[config.mk]
export PLATFORM = sky130hd
export DESIGN_NAME = ssp_tx_logic
export DESIGN_NICKNAME = d
export VERILOG_FILES = /design/src/rtl/ssp_tx_logic.sv
export SDC_FILE = /design/constraint.sdc
export NUM_CORES = 1
export LEC_CHECK = 0
export BUFFER_PORTS_ARGS = -buffer_cell sky130_fd_sc_hd__buf_4
export CAP_MARGIN = 10
export CORE_ASPECT_RATIO = 1.25
export CORE_UTILIZATION = 25
export CTS_BUF_LIST = sky130_fd_sc_hd__clkbuf_16
export CTS_CLUSTER_DIAMETER = 100
export DETAILED_ROUTE_END_ITERATION = 7
export GPL_TIMING_DRIVEN = 0
export PLACE_DENSITY = 0.46
export SKIP_CTS_REPAIR_TIMING = 1
export SYNTH_ARGS = -nofsm -noshare
export SYNTH_HDL_FRONTEND = slang
export SYNTH_SLANG_ARGS = --single-unit
export TNS_END_PERCENT = 1
[constraint.sdc]
create_clock -name PCLK -period 1.7 [get_ports PCLK]
set_clock_uncertainty 0.1 [all_clocks]
set_input_delay 0.085 -clock PCLK [delete_from_list [all_inputs] [get_ports PCLK]]
set_output_delay 0.085 -clock PCLK [all_outputs]
set_load 0.03 [all_outputs]
[src/rtl/ssp_tx_logic.sv]
// SSP transmit path: pulls bytes from a transmit FIFO and serialises them MSB first
// behind a two-cycle frame-sync pulse, with a free-running PCLK/2 serial clock.
module ssp_tx_logic (
   input  logic       PCLK,
   input  logic       CLEAR,
   input  logic [7:0] TxDATA,
   input  logic       VALID,
   output logic       SENT,
   output logic       SSPCLKOUT,
   output logic       SSPFSSOUT,
   output logic       SSPTXD,
   output logic       SSPOE_B
);

   localparam int unsigned DATA_W = 8;
   localparam int unsigned CNT_W  = 5;
   localparam logic [CNT_W-1:0] CNT_FSS_LAST  = CNT_W'(1);
   localparam logic [CNT_W-1:0] CNT_DATA_LAST = CNT_W'(17);

   typedef enum logic [2:0] {
      S_IDLE = 3'd0,
      S_REQ  = 3'd1,
      S_LOAD = 3'd2,
      S_FSS  = 3'd3,
      S_DATA = 3'd4
   } state_t;

   state_t              state;
   state_t              state_nxt;
   logic [CNT_W-1:0]    cnt;
   logic [CNT_W-1:0]    cnt_nxt;
   logic [DATA_W-1:0]   shreg;
   logic [DATA_W-1:0]   shreg_nxt;
   logic                armed;
   logic                fss_d;
   logic                txd_d;
   logic                oe_b_d;

   // Serial clock divider; armed blocks a frame request on the first edge after reset release
   always_ff @(posedge PCLK or posedge CLEAR) begin
      if (CLEAR) begin
         SSPCLKOUT <= 1'b0;
         armed     <= 1'b0;
      end else begin
         SSPCLKOUT <= ~SSPCLKOUT;
         armed     <= 1'b1;
      end
   end

   always_ff @(posedge PCLK or posedge CLEAR) begin
      if (CLEAR) state <= S_IDLE;
      else       state <= state_nxt;
   end

   // Requests start only while SSPCLKOUT is low so FSS always opens on a rising edge
   always_comb begin
      state_nxt = state;
      case (state)
         S_IDLE: if (armed && VALID && !SSPCLKOUT) state_nxt = S_REQ;
         S_REQ:  state_nxt = S_LOAD;
         S_LOAD: state_nxt = S_FSS;
         S_FSS:  if (cnt == CNT_FSS_LAST) state_nxt = S_DATA;
         S_DATA: if (cnt == CNT_DATA_LAST) state_nxt = VALID ? S_REQ : S_IDLE;
         default: state_nxt = S_IDLE;
      endcase
   end

   // Position counter runs 0..17 over FSS+DATA; shift register advances at each bit end
   always_comb begin
      cnt_nxt   = '0;
      shreg_nxt = shreg;
      if (state == S_LOAD) shreg_nxt = TxDATA;
      if (state == S_DATA && cnt[0]) shreg_nxt = {shreg[DATA_W-2:0], 1'b0};
      if (state == S_FSS || (state == S_DATA && cnt != CNT_DATA_LAST))
         cnt_nxt = cnt + CNT_W'(1);
   end

   always_ff @(posedge PCLK or posedge CLEAR) begin
      if (CLEAR) begin
         cnt   <= '0;
         shreg <= '0;
      end else begin
         cnt   <= cnt_nxt;
         shreg <= shreg_nxt;
      end
   end

   // Serial outputs are computed from the next state so the registers line up with it
   always_comb begin
      fss_d  = 1'b0;
      txd_d  = 1'b0;
      oe_b_d = 1'b1;
      if (state_nxt == S_FSS) begin
         fss_d  = 1'b1;
         oe_b_d = 1'b0;
      end
      if (state_nxt == S_DATA) begin
         txd_d  = shreg_nxt[DATA_W-1];
         oe_b_d = 1'b0;
      end
   end

   always_ff @(posedge PCLK or posedge CLEAR) begin
      if (CLEAR) begin
         SSPFSSOUT <= 1'b0;
         SSPTXD    <= 1'b0;
         SSPOE_B   <= 1'b1;
      end else begin
         SSPFSSOUT <= fss_d;
         SSPTXD    <= txd_d;
         SSPOE_B   <= oe_b_d;
      end
   end

   assign SENT = (state == S_REQ);

endmodule
==> results.ini <==
[global_routing]
use_met1_pct=12.2
use_met2_pct=15.7
grt_overflow=0
grt_max_degree=22
grt_pass1_wl_um=3030
grtUsageTotal_pct=9.68
top_usage_layer=met2
antenna_found_initial=0
met3_usage_pct=1.68
grt_pass1_vias=677

[critical_path]
arrival_ns=1.66
crit_type=reg2reg
critPathRequiredTime_ns=1.73
worst-path-max-fanout=4
start_kind=flip-flop
end_kind=flip-flop

[placed_design]
gp_congestion=0.722
post-dp-hpwl_um=1220
io_buffer_count=15
pre_cts_slack_ns=-0.0502

[synth]
synth_edf_count=0
synth_area_um2=917
yosysUniqueCellTypes=25
yosysTopAreaCellShare_pct=54.6
synth_cells=85
yosysMostFrequentCell=dfrtp_1
ys_warn_count=0
async_reset_ff_share_pct=100
ys_top_cells_by_area=dfrtp_1 (55%), nand2_1 (5.7%), a22oi_1 (4.9%), nor2_1 (4.5%), dfstp_2 (2.9%)
seq_area_frac_synth_pct=57.4
syn_area_per_cell_um2=10.8
synth_nets=98
netlist_top_cells_count=dfrtp_1 (20), nand2_1 (14), nor2_1 (11)
synth_top_area_cell=dfrtp_1
synthFlopType=dfrtp_1
synth-seq-cells=21

[status]
violations=hold timing
status=complete, but fails checks

[cts]
cts_made_buffers=3
cts_tree=built
clk_latency_ns=0.25
clk_pin_slew_ns=0.06
clock-root-buffer=clkbuf_16
clk_path_buf_depth=2
numClockSinks=21
h-tree-depth=1

[worst_hold_path]
hold_path_class=in2reg

[die]
rows=24
start_util_pct=26.3
core-area_mm2=0.00348
die-height_um=69.7
die_area_mm2=0.00392
io-pin-count=16
dieWidth_um=56.2

[timing]
max_freq_mhz=615
worst_pin_slew_ns=0.795
hold_slack_ns=-0.00858
period_share_pct=95.6
hold_violations=1
rsz0062_at_grt=true
finalMaxSlewViolations=0
setup_viol=0
period_minus_slack_ns=1.63
fin_ws_ns=0.0748
tns_ns=0
slew_headroom_pct=46.9

[routing]
via_count=684
drt_iter0_drc=14
final_antenna_net_count=0
vias_per_cell=4.56
wire_per_inst_um=12.3
drt_drc_violations_left=0
drt_wl_total_um=1840
dr.pass1.iters=4

[cells_and_area]
multi_input_area_um2=404
fin_nets=125
ff_latch_area_um2=528
utilization_pct=36.3
antenna_cells=0
syn_to_final_growth_pct=37.9
drive_above_1_share_pct=27.0
fillers=378

[pwr]
total_power_w=0.00212
power_density_mw_per_mm2=1680
leakage_nw=0.586
ir_drop_uv=847

[run]
drv_cap=0

kinds of logic (layout without fill, tap and decap cells):
family,after synthesis,count (layout),synth area share (%)
AO/OA/AOI/OAI,12,12,9.82
adder cells (fa/ha/maj),2,2,2.73
AND/OR/NAND/NOR,40,40,23.3
other,1,1,0.409
buffers and inverters,5,31,2.32
flip-flops,21,21,57.4
multiplexers,1,1,1.09
XOR/XNOR,3,3,2.87
final timing paths:
path | startpoint | to | slack, ns | depth (start not counted)
worst max-delay path | cnt[1] | state[0] | 0.07 | 6
worst min register to register | SSPCLKOUT | SSPCLKOUT | 0.38 | 1
worst max register to register | cnt[1] | state[0] | 0.07 | 6
min in group asynchronous | CLEAR | shreg[0] | 0.45 | 3
worst min-delay path | TxDATA[0] | shreg[0] | -0.009 | 3
max in group asynchronous | CLEAR | cnt[0] | 0.51 | 3
layout by cell type (no fill, tap or decap), types with 2 or more instances in the layout:
master         count
a22oi_1            6
dfrtp_1           19
dlygate4sd3_1      7
inv_1              3
nand2_1           14
buf_2              2
buf_4             15
xor2_1             2
nor3b_4            2
clkbuf_16          3
nand3_1            5
ha_1               2
nor4bb_1           2
nor2_1            10
area by class of cell:
class,instances,share of cell area [%]
clock inverter,1,0.396
clock buffer,3,5.93
timing repair buffer,22,14.4
multi-input combinational,59,31.9
buffer,2,0.791
tap,39,3.86
sequential,21,41.7
inverter,3,0.890
registers in the layout (all words and copies together) (netlist names):
name       count
armed          1
SSPOE_B        1
shreg          8
cnt            5
state          3
SSPFSSOUT      1
SSPCLKOUT      1
SSPTXD         1
report_power, final:
group          internal, W  total [W]  switching, W
clock             0.000315   0.000491      0.000175
combinational     0.000351   0.000802      0.000451
sequential        0.000693   0.000831      0.000138
total              0.00136    0.00212      0.000765
critical path, stage by stage, from the launching register on:
cell     delay, ns
dfrtp_1       0.40
inv_1         0.06
ha_1          0.13
nor3b_4       0.25
and3b_2       0.24
nor2b_2       0.05
a211o_1       0.28
routing by layer:
layer,part of all wire [%],routed length (um)
met4,1.1,21
met1,46,854
met3,2.2,40
met2,50,928
met5,0,0
stage by stage:
stage | std cells | hold WS, ns | cell area [um^2]
finish | 150 | -0.00858 | 1260
global route | 150 | 0.0331 | 1260
CTS | 143 | -0.0699 | 1160
detailed placement | 139 | 0.199 | 1080
global placement | 139 | 0.187 | 1080
floorplan | 85 | -0.0392 | 917
Note: power is estimated with default switching activity, not from simulation.
